<file path="src/rtl/alu_pkg.sv">
// Shared types and constants for the ALU arbiter controller and its ALU.
// Latency: none (declarations only).
// Backpressure: n/a. Optional multiply support is controlled by macro ALU_MUL_EN.
package alu_pkg;

   // Operation encodings carried on reqX_op
   typedef enum logic [2:0] {
      OP_ADD = 3'b000,
      OP_SUB = 3'b001,
      OP_AND = 3'b010,
      OP_OR  = 3'b011,
      OP_MUL = 3'b100
   } alu_op_e;

   // Bit positions inside the 4-bit {N,Z,C,V} flag vector
   localparam int FLAG_N = 3;
   localparam int FLAG_Z = 2;
   localparam int FLAG_C = 1;
   localparam int FLAG_V = 0;

   // Controller sequencing states
   typedef enum logic [1:0] {
      IDLE = 2'b00,
      EXEC = 2'b01,
      MUL  = 2'b10,
      RESP = 2'b11
   } ctrl_state_e;

   // An op is legal if this build can execute it; MUL only with ALU_MUL_EN
   function automatic logic op_is_legal(input logic [2:0] op);
`ifdef ALU_MUL_EN
      return (op <= OP_MUL);
`else
      return (op <= OP_OR);
`endif
   endfunction

endpackage

</file>
<file path="src/rtl/Alu.sv">
// Combinational ALU: ADD/SUB/AND/OR with {N,Z,C,V} flags.
// Latency: zero (purely combinational).
// Backpressure: none. For SUB, C reports a borrow (A < B unsigned).
module Alu
   import alu_pkg::*;
#(
   parameter int N = 4
) (
   input  logic [N-1:0] A,
   input  logic [N-1:0] B,
   input  logic [1:0]   ALU_Sel,
   output logic [N-1:0] ALU_Result,
   output logic [3:0]   ALU_Flags
);

   logic [N:0] wide;
   logic       carry;
   logic       ovf;

   // Compute result plus carry/overflow for the selected operation
   always_comb begin
      wide       = '0;
      carry      = 1'b0;
      ovf        = 1'b0;
      ALU_Result = '0;
      case (ALU_Sel)
         2'b00: begin
            wide       = {1'b0, A} + {1'b0, B};
            ALU_Result = wide[N-1:0];
            carry      = wide[N];
            ovf        = (A[N-1] == B[N-1]) && (ALU_Result[N-1] != A[N-1]);
         end
         2'b01: begin
            wide       = {1'b0, A} - {1'b0, B};
            ALU_Result = wide[N-1:0];
            carry      = wide[N];
            ovf        = (A[N-1] != B[N-1]) && (ALU_Result[N-1] != A[N-1]);
         end
         2'b10:   ALU_Result = A & B;
         default: ALU_Result = A | B;
      endcase
   end

   // Pack flags in {N,Z,C,V} order
   always_comb begin
      ALU_Flags         = '0;
      ALU_Flags[FLAG_N] = ALU_Result[N-1];
      ALU_Flags[FLAG_Z] = (ALU_Result == '0);
      ALU_Flags[FLAG_C] = carry;
      ALU_Flags[FLAG_V] = ovf;
   end

endmodule

</file>
<file path="src/rtl/alu_rr_arb.sv">
// Two-way round-robin grant from requester valids and the last granted id.
// Latency: zero (combinational).
// Backpressure: none; the caller qualifies the grant with its own state.
module alu_rr_arb (
   input  logic [1:0] valid_i,
   input  logic       last_grant_i,
   output logic       grant_o
);

   // A lone requester wins; on a tie the one not granted last time wins
   always_comb begin
      grant_o = ~last_grant_i;
      case (valid_i)
         2'b01:   grant_o = 1'b0;
         2'b10:   grant_o = 1'b1;
         default: grant_o = ~last_grant_i;
      endcase
   end

endmodule

</file>
<file path="src/rtl/alu_arbiter_ctrl.sv">
// Shares one ALU between two requesters, round-robin, one operation outstanding.
// Latency: rsp_valid 2 clk after accept cycle (1 for illegal ops, N+1 for MUL).
// Backpressure: response held until rsp_ready; no new accept until it is taken.
// Optional multiply (op 100) is built only when macro ALU_MUL_EN is defined.
module alu_arbiter_ctrl
   import alu_pkg::*;
#(
   parameter int N = 4
) (
   input  logic         clk,
   input  logic         rst,
   input  logic         req0_valid,
   output logic         req0_ready,
   input  logic [N-1:0] req0_a,
   input  logic [N-1:0] req0_b,
   input  logic [2:0]   req0_op,
   input  logic         req1_valid,
   output logic         req1_ready,
   input  logic [N-1:0] req1_a,
   input  logic [N-1:0] req1_b,
   input  logic [2:0]   req1_op,
   output logic         rsp_valid,
   input  logic         rsp_ready,
   output logic         rsp_id,
   output logic [N-1:0] rsp_result,
   output logic [3:0]   rsp_flags,
   output logic         rsp_err,
   output logic         busy
);

   ctrl_state_e  state_q, state_d;
   logic         last_grant_q;
   logic         grant;
   logic         accept;

   logic [N-1:0] sel_a, sel_b;
   logic [2:0]   sel_op;

   logic [N-1:0] a_q, b_q;
   logic [1:0]   op_q;
   logic         id_q;

   logic [N-1:0] alu_a, alu_b, alu_res;
   logic [1:0]   alu_sel;
   logic [3:0]   alu_flags;

`ifdef ALU_MUL_EN
   localparam int CW = (N > 1) ? $clog2(N) : 1;
   logic [N-1:0] acc_q;
   logic [CW-1:0] cnt_q;
   logic         mc_q;
   logic         mul_last;
   logic [3:0]   mul_flags;
`endif

   alu_rr_arb u_arb (
      .valid_i      ({req1_valid, req0_valid}),
      .last_grant_i (last_grant_q),
      .grant_o      (grant)
   );

   Alu #(.N(N)) u_alu (
      .A          (alu_a),
      .B          (alu_b),
      .ALU_Sel    (alu_sel),
      .ALU_Result (alu_res),
      .ALU_Flags  (alu_flags)
   );

   // Requester-facing outputs: handshake only in IDLE and out of reset
   always_comb begin
      req0_ready = !rst && (state_q == IDLE) && !grant && req0_valid;
      req1_ready = !rst && (state_q == IDLE) &&  grant && req1_valid;
      accept     = req0_ready || req1_ready;
      busy       = (state_q != IDLE);
      sel_a      = grant ? req1_a  : req0_a;
      sel_b      = grant ? req1_b  : req0_b;
      sel_op     = grant ? req1_op : req0_op;
   end

   // State register
   always_ff @(posedge clk or posedge rst) begin
      if (rst) state_q <= IDLE;
      else     state_q <= state_d;
   end

   // Next-state logic
   always_comb begin
      state_d = state_q;
      case (state_q)
         IDLE: begin
            if (accept) begin
               if (!op_is_legal(sel_op))  state_d = RESP;
`ifdef ALU_MUL_EN
               else if (sel_op == OP_MUL) state_d = MUL;
`endif
               else                       state_d = EXEC;
            end
         end
         EXEC: state_d = RESP;
`ifdef ALU_MUL_EN
         MUL:  if (mul_last) state_d = RESP;
`endif
         RESP: if (rsp_ready) state_d = IDLE;
         default: state_d = IDLE;
      endcase
   end

   // ALU operand steering: latched operands, or the shift-add step during MUL
   always_comb begin
      alu_a   = a_q;
      alu_b   = b_q;
      alu_sel = op_q;
`ifdef ALU_MUL_EN
      if (state_q == MUL) begin
         alu_a   = acc_q;
         alu_b   = b_q[cnt_q] ? (a_q << cnt_q) : '0;
         alu_sel = 2'b00;
      end
`endif
   end

   // Latch the granted request and remember who won
   always_ff @(posedge clk or posedge rst) begin
      if (rst) begin
         a_q          <= '0;
         b_q          <= '0;
         op_q         <= '0;
         id_q         <= 1'b0;
         last_grant_q <= 1'b1;
      end else if (accept) begin
         a_q          <= sel_a;
         b_q          <= sel_b;
         op_q         <= sel_op[1:0];
         id_q         <= grant;
         last_grant_q <= grant;
      end
   end

`ifdef ALU_MUL_EN
   assign mul_last = (cnt_q == CW'(N - 1));

   // Final multiply flags: carry is sticky across all partial-product adds
   always_comb begin
      mul_flags         = '0;
      mul_flags[FLAG_N] = alu_res[N-1];
      mul_flags[FLAG_Z] = (alu_res == '0);
      mul_flags[FLAG_C] = mc_q | alu_flags[FLAG_C];
   end

   // Multiply accumulator, bit counter and sticky carry
   always_ff @(posedge clk or posedge rst) begin
      if (rst) begin
         acc_q <= '0;
         cnt_q <= '0;
         mc_q  <= 1'b0;
      end else if (accept) begin
         acc_q <= '0;
         cnt_q <= '0;
         mc_q  <= 1'b0;
      end else if (state_q == MUL) begin
         acc_q <= alu_res;
         cnt_q <= cnt_q + 1'b1;
         mc_q  <= mc_q | alu_flags[FLAG_C];
      end
   end
`endif

   // Response registers: loaded when a result is ready, cleared on handshake
   always_ff @(posedge clk or posedge rst) begin
      if (rst) begin
         rsp_valid  <= 1'b0;
         rsp_id     <= 1'b0;
         rsp_result <= '0;
         rsp_flags  <= '0;
         rsp_err    <= 1'b0;
      end else begin
         case (state_q)
            IDLE: begin
               if (accept && !op_is_legal(sel_op)) begin
                  rsp_valid  <= 1'b1;
                  rsp_id     <= grant;
                  rsp_result <= '0;
                  rsp_flags  <= '0;
                  rsp_err    <= 1'b1;
               end
            end
            EXEC: begin
               rsp_valid  <= 1'b1;
               rsp_id     <= id_q;
               rsp_result <= alu_res;
               rsp_flags  <= alu_flags;
               rsp_err    <= 1'b0;
            end
`ifdef ALU_MUL_EN
            MUL: begin
               if (mul_last) begin
                  rsp_valid  <= 1'b1;
                  rsp_id     <= id_q;
                  rsp_result <= alu_res;
                  rsp_flags  <= mul_flags;
                  rsp_err    <= 1'b0;
               end
            end
`endif
            RESP: begin
               if (rsp_ready) rsp_valid <= 1'b0;
            end
            default: ;
         endcase
      end
   end

endmodule

</file>
<file path="config.mk">
export PLATFORM = sky130hd
export DESIGN_NAME = alu_arbiter_ctrl
export DESIGN_NICKNAME = d
export VERILOG_FILES = /design/src/rtl/alu_pkg.sv /design/src/rtl/Alu.sv /design/src/rtl/alu_rr_arb.sv /design/src/rtl/alu_arbiter_ctrl.sv
export SDC_FILE = /design/constraint.sdc
export NUM_CORES = 1
export LEC_CHECK = 0
export BUFFER_PORTS_ARGS = -buffer_cell sky130_fd_sc_hd__buf_2
export CORE_MARGIN = 10
export CORE_UTILIZATION = 47
export CTS_CLUSTER_DIAMETER = 50
export DETAILED_ROUTE_END_ITERATION = 7
export HOLD_SLACK_MARGIN = 0.02
export MAX_ROUTING_LAYER = met4
export PLACE_DENSITY = 0.74
export SETUP_SLACK_MARGIN = 0.05
export SLEW_MARGIN = 40
export SYNTH_ARGS = -nofsm -noshare
export SYNTH_HDL_FRONTEND = slang
export SYNTH_SLANG_ARGS = --single-unit
</file>
<file path="constraint.sdc">
create_clock -name clk -period 1.9 [get_ports clk]
set_input_delay 0.095 -clock clk [delete_from_list [all_inputs] [get_ports clk]]
set_output_delay 0.095 -clock clk [all_outputs]
set_load 0.01 [all_outputs]
</file>
Yosys cells after proc, flatten, opt, wreduce, memory -nomap -nowiden
Index checks and enable logic that the tools add are counted.

Bits in writable memories: 0. Output and inout port bits: 14. Register bits after elaboration: 25. Bits in latches: 0. Logic and storage cells: 71. Bits of input ports: 27. ROM bits: 0. Memories kept: 0.

Add/sub/neg operators: 2. Shift operators: 0. Multiply operators: 0. Bitwise gates (word level): 3. Equal/unequal tests: 13. Div/mod/pow operators: 0. Magnitude comparators: 1. Reductions and logical operators: 21. Mux-type cells: 20.

Operators by type and width (number): 4-bit one-hot mux with 2 select lines (2); 4-bit 2-to-1 mux (3); 4-bit one-hot mux with 3 select lines (1); 1-bit one-hot mux with 2 select lines (5); 1-bit logical AND (8); 2-bit by 1-bit == test with 1-bit output (second input constant) (3); 2-bit == test (second input constant) (3); 2-bit 2-to-1 mux (3); 2-bit one-hot mux with 3 select lines (1); 4-bit by 4-bit adder with 5-bit output (1); 4-bit by 4-bit subtractor with 5-bit output (1); 4-bit bitwise AND (1); 2-bit logical NOT (2); 4-bit logical NOT (1); 2-bit inequality test (second input constant) (2); 4-bit OR (1); 2-bit AND reduction (2); 2-bit nonzero test (2); 3-bit by 2-bit less-or-equal comparator with 1-bit output (second input constant) (1); 1-bit logical NOT (3); 1-bit 2-to-1 mux (3); 3-bit 2-to-1 mux (1); 1-bit inequality test (3); 1-bit one-hot mux with 3 select lines (1); other kinds (6) (6).

Depth between registers and ports, before layout
Gate-level depths: netlist (run 1).

Depth in word-level cells: 9. Mapped depth: 9. Depth with buffers taken out: 9.

Modules after synthesis
Synthesis (run 1) repeated with hierarchy kept, for this count alone.

Cells, all modules: 169. Area total of the unflattened synthesis: 1834.3 µm².

Modules (own cells, without submodules): alu_arbiter_ctrl (cells an instance 96, sequential area each 626.9 µm², instances 1, area an instance 1255.0 µm²); Alu (cells an instance 69, sequential area each 0.0 µm², instances 1, area an instance 549.3 µm²); alu_rr_arb (cells an instance 4, sequential area each 0.0 µm², instances 1, area an instance 30.0 µm²).

Worst setup path after synthesis (run 1)
Ideal clock, no wire load.

Kind: reg2reg. From: register a_q[0]. To: register rsp_flags[2]. Data arrival time: 2004 ps. Data required time: 1778 ps. Buffers on the path: 0. Setup time: 122 ps. Setup slack: -225 ps. Period minus slack after synthesis: 2125 ps. Cell stages (with the launch flop): 9. Cell sequence: dfrtp_1 > inv_1 > ha_1 > inv_1 > fa_1 > inv_1 > mux4_2 > and3_1 > a32o_1.

Cells in the longest elaborated chain, start to end: 4. Elaborated cells on any way between the ends: 7. Classes of those cells: add/sub (2); mux (2); bitwise (2); reduce/logical (1).

RTL lines: start, declared (line alu_arbiter_ctrl.sv:39) `logic [N-1:0] a_q, b_q;`; start signal, assigned (line alu_arbiter_ctrl.sv:132) `a_q <= sel_a;`; 4-bit by 4-bit subtractor with 5-bit output (tied with other cells) (line Alu.sv:34) `wide = {1'b0, A} - {1'b0, B};`; 4-bit one-hot mux with 3 select lines (*) (line Alu.sv:26) `case (ALU_Sel)`; 4-bit logical NOT (*) (line Alu.sv:48) `ALU_Flags[FLAG_Z] = (ALU_Result == '0);`; 4-bit one-hot mux with 2 select lines (*) (line alu_arbiter_ctrl.sv:178) `case (state_q)`; end signal, assigned (line alu_arbiter_ctrl.sv:192) `rsp_flags <= alu_flags;`; end, declared (line alu_arbiter_ctrl.sv:26) `output logic [3:0] rsp_flags,`.

Mark *: on every way between the ends. The rest lies on a longest branch, timed or not. A chain may end at the register's enable or synchronous reset.

Worst setup path in the final report (run 1)
Ends and elaborated chain as after synthesis.

==> summary.md, run 1 <==
| Metric | Value |
|---|---|
| Status | `complete, but fails checks` |
| Failing checks | `setup timing` |
| Clock Tree Root | `clkbuf_4` |
| Crit path DAT | `2390 ps` |
| Min-delay worst type | `input pin to flop` |
| Routed vias/inst | `5.040` |
| HPWL after DPL | `2.892 mm` |
| Syn Inst Count | `168` |
| Die W | `77.66 um` |
| Core Area | `3128 um^2` |
| Final WL | `3.741 mm` |
| Fraction of layout cells with a size suffix above 1 | `0.3581` |
| Insertion delay to the later sink of the worst-skew pair | `330 ps` |
| DRT iter0 DRCs | `55` |
| Final Max Tran Viols | `0` |
| Netlist Area Pre-Place | `1563 um^2` |
| TritonCTS Buffers | `3` |
| Final nets | `272` |
| EDFF count, synth | `0` |
| Worst-Margin Slew | `384.9 ps` |
| Ant diodes | `0` |
| Yosys reg bits | `24` |
| Fin util | `0.6612` |
| CP delay by family, top | `adder cells` |
| MaxCap Viol Count | `0` |
| Crit Path Max Fanout | `3` |
| Placer Congestion | `0.8921` |
| CP Launch Type | `flop` |
| Fin Setup TNS | `-357.0 ps` |
| Fmax | `463.3 MHz` |
| Worst path bufs/invs | `2` |
| Vias post-DR | `1376` |
| H-tree depth | `1` |
| CP cell instances | `buf_4 > ha_4 > inv_1 > fa_1 > mux4_2 > and3_4 > a32o_1` |
| Unrepaired setup endpoints after global routing | `yes` |
| Unique masters post-synth | `38` |
| Setup WS post-layout | `-258.5 ps` |
| # DRC | `0` |
| Critical Path RT | `2130 ps` |
| Cell leakage power | `1.077 nW` |
| Worst-path clk slew | `140 ps` |
| Crit. End Element | `flop` |
| TritonCTS clock tree | `yes` |
| Die Height | `77.66 um` |
| WS Path Type | `flop to flop` |
| Syn nets | `210` |
| Peak supply drop | `0.0008037 V` |
| # fillers | `264` |
| Die area | `6031 um^2` |
| Avg Inst Size Synth | `9.302 um^2` |
| Worst rel slew slack | `0.7428` |
| Port bufs | `40` |
| TritonCTS Sinks | `24` |
| TritonRoute pass-1 iters | `4` |
| Fin crit share | `1.136` |
| First-pass GRT wire length | `6.009 mm` |
| Final Skew | `0.9772 ps` |
| Initial core utilization | `0.4996` |
| Crit path largest cell delay | `480 ps` |
| Post-DRT Antenna Nets | `0` |
| Synth cell count leaders | `nor2_1, dfrtp_1, a21oi_1` |
| Top post-synthesis cells by area | `dfrtp_1, ha_1, mux2i_1` |
| Top-area cell type share of the netlist area | `0.3683` |
| Post-layout min period | `2159 ps` |
| Num ports | `41` |
| Max stage delay cell, worst path | `mux4_2` |
| Synth warn | `0` |
| # setup viols final | `2` |
| PwrDens | `1772 nW/um^2` |
| Initial antenna violation count | `0` |
| Vias in the first global route | `1383` |
| Register area share after synthesis | `0.3851` |
| Largest net degree at the start of global routing | `25` |
| Most used DFF post-synth | `dfrtp_1` |
| # rows | `20` |
| Routed wire per std cell | `13.70 um` |
| Post-synth ARST share | `1.000` |
| Overflow after GRT | `0` |
| Top-count cell post-synth | `nor2_1` |
| Total track usage | `0.1211` |
| Area growth from synthesis to layout | `32.35%` |
| Cell taking the most area after synthesis | `dfrtp_1` |
| Final count of hold timing violations | `0` |
| Clock Tree Buf Depth | `2` |
[cells in the final DEF, fill, tap and decap left out, types with 2 or more instances in the layout]
cell type	count
buf_2	40
nor2_1	26
dfrtp_1	21
buf_4	19
a21oi_1	17
inv_1	13
mux2i_1	13
nand2_1	10
ha_1	10
o21ai_0	4
o2bb2ai_1	4
inv_2	4
nand2b_1	3
xnor2_1	3
ha_4	3
clkbuf_4	3
a21o_1	2
nand3_1	2
fa_1	2
dfrtp_2	2
dlygate4sd3_1	2
[area by class of cell]
class	instances	area, um^2	area share
sequential	24	604.3	0.2922
multi-input combinational	122	934.6	0.4519
inverter	17	63.81	0.03085
timing repair buffer	62	374.1	0.1809
tap	44	55.05	0.02662
clock buffer	4	36.28	0.01754
[kinds of logic after synthesis]
family	Yosys count	synth area share
multiplexers	14	0.09767
buffers and inverters	22	0.05764
AO/OA/AOI/OAI	40	0.1673
flip-flops	24	0.3851
AND/OR/NAND/NOR	50	0.1457
adder cells (fa/ha/maj)	15	0.1297
XOR/XNOR	3	0.01682
[state kept, by name, indices dropped and copies added (netlist names)]
register      cells
a_q               4
alu_b             4
rsp_result        4
rsp_flags         3
alu_sel           2
state_q           2
id_q              1
last_grant_q      1
rsp_err           1
rsp_id            1
rsp_valid         1
[per-stage QoR]
step / instances / setup WS (ps) / area, um^2 / hold WS (ps) / power [W]
6_report: 273 / -258.5 / 2068 / 46.78 / 0.003665
5_1_grt: 273 / -320.3 / 2068 / 61.95 / 0.003991
4_1_cts: 271 / -250.6 / 2002 / 45.88 / 0.003485
3_5_place_dp: 263 / -278.5 / 1914 / 169.0 / 0.003088
3_3_place_gp: 263 / -223.2 / 1914 / 160.1 / 0.003005
2_1_floorplan: 168 / -189.3 / 1565 / 108.9 / 0.002356
[final timing paths]
path,start,to,slack [ps],cells after the start
worst max-delay path,a_q[0]$_DFFE_PP0P_,rsp_flags[2]$_DFFE_PP0P_,-260,7
worst min-delay path,req0_op[2],rsp_id$_DFFE_PP0P_,50,3
worst max register to register,a_q[0]$_DFFE_PP0P_,rsp_flags[2]$_DFFE_PP0P_,-260,7
worst min register to register,rsp_valid$_DFFE_PP0P_,rsp_valid$_DFFE_PP0P_,490,2
max in group asynchronous,rst,last_grant_q$_DFFE_PP1P_,1270,4
min in group asynchronous,rst,state_q[1]$_DFFE_PP0P_,340,4
[per-layer routing]
layer | GRT usage | up-vias | part of all wire
met5 | - | - | 0
met4 | 0.03285 | 0 | 0.012
met3 | 0.03456 | 5 | 0.050
met2 | 0.2023 | 32 | 0.47
met1 | 0.1384 | 642 | 0.47
li1 | - | 697 | -
[worst min-delay path: cells and delay by family]
kind | cells | cell delay, ps
buffers and inverters | 1 | 90
AO/OA/AOI/OAI | 2 | 170
[timing repair]
action,4_1_cts,5_1_grt
hold buffers,2,0
pin swaps,1,2
resized for setup,6,9
endpoints found under the hold margin,24,0
endpoints found under the setup margin,5,6
buffers inserted,2,2
[power by group]
part	switching, W	internal [W]	leakage, nW	total (W)
Combinational	0.00116	0.00126	0.772	0.00242
Sequential	0.000205	0.000758	0.284	0.000962
Clock	0.000165	0.000117	0.0210	0.000283
Total	0.00153	0.00213	1.08	0.00367
No activity file was read; power rests on OpenSTA's default activity.
==> inputs of run 2 (changes only) <==
CORE_UTILIZATION = 41   (was 47)
PLACE_DENSITY = 0.66   (was 0.74)
==> summary.md, run 2 (synthesis gave the netlist of run 1 again) <==
| Metric | Value |
|---|---|
| Post-DP Area | `1934 um^2 (was 1914 um^2)` |
| Final count of hold timing violations | `0 (unchanged)` |
| Num ports | `41 (unchanged)` |
| WS Path Type | `flop to flop (unchanged)` |
| TritonCTS Sinks | `24 (unchanged)` |
| Unrepaired setup endpoints after global routing | `yes (unchanged)` |
| Vias post-DR | `1354 (was 1376)` |
| Commonest non-fill, non-tap cell in the layout | `buf_2 (unchanged)` |
| Overflow after GRT | `0 (unchanged)` |
| MaxCap Viol Count | `0 (unchanged)` |
| HPWL after DPL | `2.823 mm (was 2.892 mm)` |
| Cell leakage power | `1.101 nW (was 1.077 nW)` |
| Dpl ws | `-285.0 ps (was -278.5 ps)` |
| Worst-Margin Slew | `507.6 ps (was 384.9 ps)` |
| # setup viols final | `3 (was 2)` |
| Combinational share of power | `0.627 (was 0.660)` |
| Fin Setup TNS | `-372.6 ps (was -357.0 ps)` |
| Initial core utilization | `0.4269 (was 0.4996)` |
| Fmax | `467.2 MHz (was 463.3 MHz)` |
| Crit path DAT | `2290 ps (was 2390 ps)` |
| TritonRoute pass-1 iters | `4 (unchanged)` |
| Peak supply drop | `0.0006693 V (was 0.0008037 V)` |
| Placer Congestion | `0.8442 (was 0.8921)` |
| Routed wire per std cell | `12.84 um (was 13.70 um)` |
| Fin crit share | `1.127 (was 1.136)` |
| Worst rel slew slack | `0.6612 (was 0.7428)` |
| H-tree depth | `1 (unchanged)` |
| Core Area | `3661 um^2 (was 3128 um^2)` |
| Crit. End Element | `flop (unchanged)` |
| Hold Path Depth | `2 (was 3)` |
| Commonest cells after routing, fill and taps aside | `buf_2, nor2_1, buf_4 (was buf_2, nor2_1, dfrtp_1)` |
| Insertion delay to the later sink of the worst-skew pair | `270 ps (was 330 ps)` |
| TritonCTS Buffers | `3 (unchanged)` |
| Routed vias/inst | `4.853 (was 5.040)` |
| Total track usage | `0.1123 (was 0.1211)` |
| PwrDens | `1816 nW/um^2 (was 1772 nW/um^2)` |
| Failing checks | `setup timing (unchanged)` |
| Min-delay worst type | `input pin to flop (unchanged)` |
| Worst-path clk slew | `90 ps (was 140 ps)` |
| CP Launch Type | `flop (unchanged)` |
| Final Skew | `11.61 ps (was 0.9772 ps)` |
| Port bufs | `40 (unchanged)` |
| Fin util | `0.5742 (was 0.6612)` |
| Clock Tree Buf Depth | `2 (unchanged)` |
| Reg2Reg Depth | `8 (was 7)` |
| Crit Path Max Fanout | `3 (unchanged)` |
| TritonCTS clock tree | `yes (unchanged)` |
| Ant diodes | `0 (unchanged)` |
| # rows | `22 (was 20)` |
| First-pass GRT wire length | `5.927 mm (was 6.009 mm)` |
| Die W | `81.74 um (was 77.66 um)` |
| Initial antenna violation count | `0 (unchanged)` |
| Clock Tree Root | `clkbuf_8 (was clkbuf_4)` |
| Clock power share | `0.118 (was 0.077)` |
| Final Max Tran Viols | `0 (unchanged)` |
| Vias in the first global route | `1305 (was 1383)` |
| Critical Path RT | `2050 ps (was 2130 ps)` |
| DRT iter0 DRCs | `81 (was 55)` |
| # fillers | `340 (was 264)` |
| Status | `complete, but fails checks (unchanged)` |
| Die Height | `81.74 um (was 77.66 um)` |
| Post-layout min period | `2140 ps (was 2159 ps)` |
| Switching pwr | `0.001513 W (was 0.001533 W)` |
| Die area | `6681 um^2 (was 6031 um^2)` |
| # DRC | `0 (unchanged)` |
| Sequential share of power | `0.255 (was 0.263)` |
| Final WL | `3.582 mm (was 3.741 mm)` |
| Switching share of power | `0.3963 (was 0.4183)` |
| Sequential cell area | `604.3 um^2 (unchanged)` |
| Fraction of layout cells with a size suffix above 1 | `0.3636 (was 0.3581)` |
| Final Cell Area | `2102 um^2 (was 2068 um^2)` |
| Setup WS post-layout | `-240.4 ps (was -258.5 ps)` |
| Area occupied by multi-input gates | `919.6 um^2 (was 934.6 um^2)` |
| Post-DRT Antenna Nets | `0 (unchanged)` |
| Area growth from synthesis to layout | `34.51% (was 32.35%)` |
| Final nets | `274 (was 272)` |
| Largest net degree at the start of global routing | `22 (was 25)` |
| Int Power | `0.002305 W (was 0.002132 W)` |
-- run 2: cell count changes in the layout (fill, tap and decap cells not counted), sizes merged --
cell and delta:
bufinv +1, dlygate4sd3 -1, clkbuf -1, buf +3
-- run 2: routing by layer --
metal | GRT usage | routed length, um | share of wire | vias to the layer above
li1 | - | - | - | 697
met1 | 0.1465 | 1673 | 0.47 | 617
met2 | 0.1685 | 1659 | 0.46 | 34
met3 | 0.01747 | 174 | 0.049 | 6
met4 | 0.04762 | 74 | 0.021 | 0
met5 | - | 0 | 0 | -
-- run 2: worst paths after layout --
| check | start | endpoint | slack [ps] |
|---|---|---|---|
| worst max-delay path | a_q[0]$_DFFE_PP0P_ | rsp_flags[2]$_DFFE_PP0P_ | -240 |
| worst min-delay path | rsp_ready | state_q[1]$_DFFE_PP0P_ | 30 |
| worst max register to register | a_q[0]$_DFFE_PP0P_ | rsp_flags[2]$_DFFE_PP0P_ | -240 |
| worst min register to register | rsp_valid$_DFFE_PP0P_ | rsp_valid$_DFFE_PP0P_ | 490 |
| max in group asynchronous | rst | last_grant_q$_DFFE_PP1P_ | 890 |
| min in group asynchronous | rst | id_q$_DFFE_PP0P_ | 390 |
-- run 2: critical path, stage by stage (launching register included) --
cell	delay (ps)
dfrtp_1	420
inv_2	90
ha_4	130
inv_2	30
fa_1	500
inv_1	40
mux4_2	460
and3_4	160
a32o_1	200
-- run 2: final cells by class --
cell class | instances | area share
Sequential cell | 24 | 0.2875
Multi-Input combinational cell | 122 | 0.4375
Clock buffer | 3 | 0.01964
Tap cell | 48 | 0.02857
Timing Repair Buffer | 64 | 0.1821
Clock inverter | 1 | 0.01429
Inverter | 17 | 0.03036
-- run 2: stage by stage --
step	total power, W	hold slack, ps	std cells
floorplan	0.002356	108.9	168
global placement	0.003055	165.1	269
detailed placement	0.003099	160.4	269
CTS	0.003701	28.04	276
global route	0.004189	38.15	279
finish	0.003818	32.30	279
-- run 2: timing repair --
action,4_1_cts,5_1_grt
gates resized for setup,7,4
buffers inserted,2,3
endpoints found under the setup margin,4,6
hold endpoints to repair,13,0
cloned,0,0
hold buffers,1,0
pin swaps,3,3
-- run 2: power by group through the flow --
stage | combinational [W] | clock (W) | sequential (W)
floorplan | 0.00139 | 0 | 0.000961
global placement | 0.00210 | 0 | 0.000952
detailed placement | 0.00213 | 0 | 0.000966
CTS | 0.00227 | 0.000461 | 0.000969
global route | 0.00269 | 0.000474 | 0.00102
finish | 0.00239 | 0.000450 | 0.000974
==> inputs of run 3 (changes only) <==
==> constraint.sdc (replaced) <==
create_clock -name clk -period 1.9 [get_ports clk]
set_input_delay 0.095 -clock clk [delete_from_list [all_inputs] [get_ports clk]]
set_output_delay 0.095 -clock clk [all_outputs]
set_load 0.02 [all_outputs]
==> summary.md, run 3 (synthesis gave the netlist of run 1 again) <==
| Metric | Value |
|---|---|
| CP cell instances | `inv_2 > ha_4 > inv_2 > fa_1 > inv_1 > mux4_2 > and3_4 > a32o_1 (unchanged)` |
| Post-layout min period | `2140 ps (unchanged)` |
| Insertion delay to the later sink of the worst-skew pair | `270 ps (about the same)` |
| Crit path DAT | `2290 ps (about the same)` |
| Ant diodes | `0 (unchanged)` |
| Overflow after GRT | `0 (unchanged)` |
| Final Skew | `11.79 ps (was 11.61 ps)` |
| Wl on met1 | `1.667 mm (was 1.673 mm)` |
| Most Frequent Cell on Critical Path | `inv_2 (unchanged)` |
| TritonCTS Buffers | `3 (unchanged)` |
| Die W | `81.74 um (unchanged)` |
| Setup WS post-layout | `-240.4 ps (unchanged)` |
| Die Height | `81.74 um (unchanged)` |
| Fraction of layout cells with a size suffix above 1 | `0.3680 (was 0.3636)` |
| Initial antenna violation count | `0 (unchanged)` |
| Min-delay worst type | `input pin to flop (unchanged)` |
| CP delay by family, top | `adder cells (unchanged)` |
| # DRC | `0 (unchanged)` |
| Worst hold slack | `31.29 ps (was 32.30 ps)` |
| Worst-path clk slew | `90 ps (about the same)` |
| Placer Congestion | `0.8442 (unchanged)` |
| Initial core utilization | `0.4269 (unchanged)` |
| Vias post-DR | `1361 (was 1354)` |
| CP Launch Type | `flop (unchanged)` |
| Max stage delay cell, worst path | `fa_1 (unchanged)` |
| Met2 Routed Length | `1.666 mm (was 1.659 mm)` |
| # rows | `22 (unchanged)` |
| Largest net degree at the start of global routing | `22 (unchanged)` |
| Final Max Tran Viols | `0 (unchanged)` |
| Critical Path RT | `2050 ps (about the same)` |
| Total track usage | `0.1123 (unchanged)` |
| Post-DP Area | `1934 um^2 (unchanged)` |
| Crit. End Element | `flop (unchanged)` |
| Clock Tree Buf Depth | `2 (unchanged)` |
| Commonest non-fill, non-tap cell in the layout | `buf_2 (unchanged)` |
| # fillers | `342 (was 340)` |
| Cell total after placement | `269 (unchanged)` |
| Clock Tree Root | `clkbuf_8 (unchanged)` |
| Routed vias/inst | `4.878 (was 4.853)` |
| TritonCTS Sinks | `24 (unchanged)` |
| Status | `complete, but fails checks (unchanged)` |
| Core Area | `3661 um^2 (unchanged)` |
| Area occupied by multi-input gates | `922.1 um^2 (was 919.6 um^2)` |
| Final Cell Area | `2105 um^2 (was 2102 um^2)` |
| Cell leakage power | `1.101 nW (about the same)` |
| Vias in the first global route | `1305 (unchanged)` |
| Post-DRT Antenna Nets | `0 (unchanged)` |
| Final nets | `274 (unchanged)` |
| WS Path Type | `flop to flop (unchanged)` |
| Fin Setup TNS | `-372.5 ps (was -372.6 ps)` |
| Peak supply drop | `0.0006717 V (was 0.0006693 V)` |
| Crit path largest cell delay | `500 ps (about the same)` |
| HPWL after DPL | `2.823 mm (unchanged)` |
| Final count of hold timing violations | `0 (unchanged)` |
| Sequential cell area | `604.3 um^2 (unchanged)` |
| Commonest cells after routing, fill and taps aside | `buf_2, nor2_1, buf_4 (unchanged)` |
| DRT iter0 DRCs | `81 (unchanged)` |
| Top sig layer | `met4 (unchanged)` |
| Unrepaired setup endpoints after global routing | `yes (unchanged)` |
| Fmax | `467.2 MHz (unchanged)` |
| Fin crit share | `1.127 (unchanged)` |
| First-pass GRT wire length | `5.927 mm (unchanged)` |
| Final WL | `3.589 mm (was 3.582 mm)` |
| Worst path bufs/invs | `3 (unchanged)` |
| Crit Path Max Fanout | `3 (unchanged)` |
| Failing checks | `setup timing (unchanged)` |
| MaxCap Viol Count | `0 (unchanged)` |
| Routed wire per std cell | `12.86 um (was 12.84 um)` |
| Worst-Margin Slew | `507.5 ps (was 507.6 ps)` |
| Final Non-Filler Cells | `279 (unchanged)` |
| # setup viols final | `3 (unchanged)` |
| PwrDens | `1858 nW/um^2 (was 1816 nW/um^2)` |
| Worst rel slew slack | `0.6613 (was 0.6612)` |
| Port bufs | `40 (unchanged)` |
| Area growth from synthesis to layout | `34.67% (was 34.51%)` |
| Die area | `6681 um^2 (unchanged)` |
| TritonRoute pass-1 iters | `4 (unchanged)` |
| TritonCTS clock tree | `yes (unchanged)` |
| Met3 wire len | `179 um (was 174 um)` |
| H-tree depth | `1 (unchanged)` |
| Num ports | `41 (unchanged)` |
[run 3: cell count changes in the layout (fill, tap and decap cells not counted)]
cell,previous run,this run
nor2_1,26,25
nor2_2,0,1
[run 3: stage by stage]
step	power, W	util	worst slack (ps)
after floorplan	0.002443	-	-189.3
final	0.003911	0.5748	-240.4
after CTS	0.003791	0.5639	-247.0
after global routing	0.004281	0.5748	-338.2
after detailed placement	0.003188	0.5284	-285.0
after global placement	0.003144	0.5284	-221.9
[run 3: power breakdown]
part	internal (W)	switching [W]	total [W]
registers	0.000760	0.000214	0.000974
clock network	0.000282	0.000169	0.000450
logic	0.00127	0.00122	0.00249
total	0.00231	0.00160	0.00391
[run 3: final timing paths]
kind / start / endpoint / slack, ps / cells after the start
max reg2reg: a_q[0]$_DFFE_PP0P_ / rsp_flags[2]$_DFFE_PP0P_ / -240 / 8
min reg2reg: rsp_valid$_DFFE_PP0P_ / rsp_valid$_DFFE_PP0P_ / 490 / 2
min: rsp_ready / state_q[1]$_DFFE_PP0P_ / 30 / 2
max: a_q[0]$_DFFE_PP0P_ / rsp_flags[2]$_DFFE_PP0P_ / -240 / 8
min in group asynchronous: rst / id_q$_DFFE_PP0P_ / 390 / 3
max in group asynchronous: rst / last_grant_q$_DFFE_PP1P_ / 890 / 4
[run 3: area by class of cell]
cell class                 count  share of cell area
multi-input combinational    122              0.4382
sequential                    24              0.2872
timing repair buffer          64              0.1819
inverter                      17             0.03032
tap                           48             0.02854
clock buffer                   3             0.01962
clock inverter                 1             0.01427
[run 3: what timing repair did]
item                                   in CTS  in global routing
setup buffers                               2                  3
endpoints found under the hold margin      13                  0
pin swaps                                   3                  3
setup endpoints to repair                   4                  7
hold buffers                                1                  0
gates resized for setup                     7                  5
[run 3: metal layers]
metal / vias up / track usage
met4: 0 / 0.04762
met1: 622 / 0.1465
li1: 697 / -
met2: 36 / 0.1685
met3: 6 / 0.01747
met5: - / -
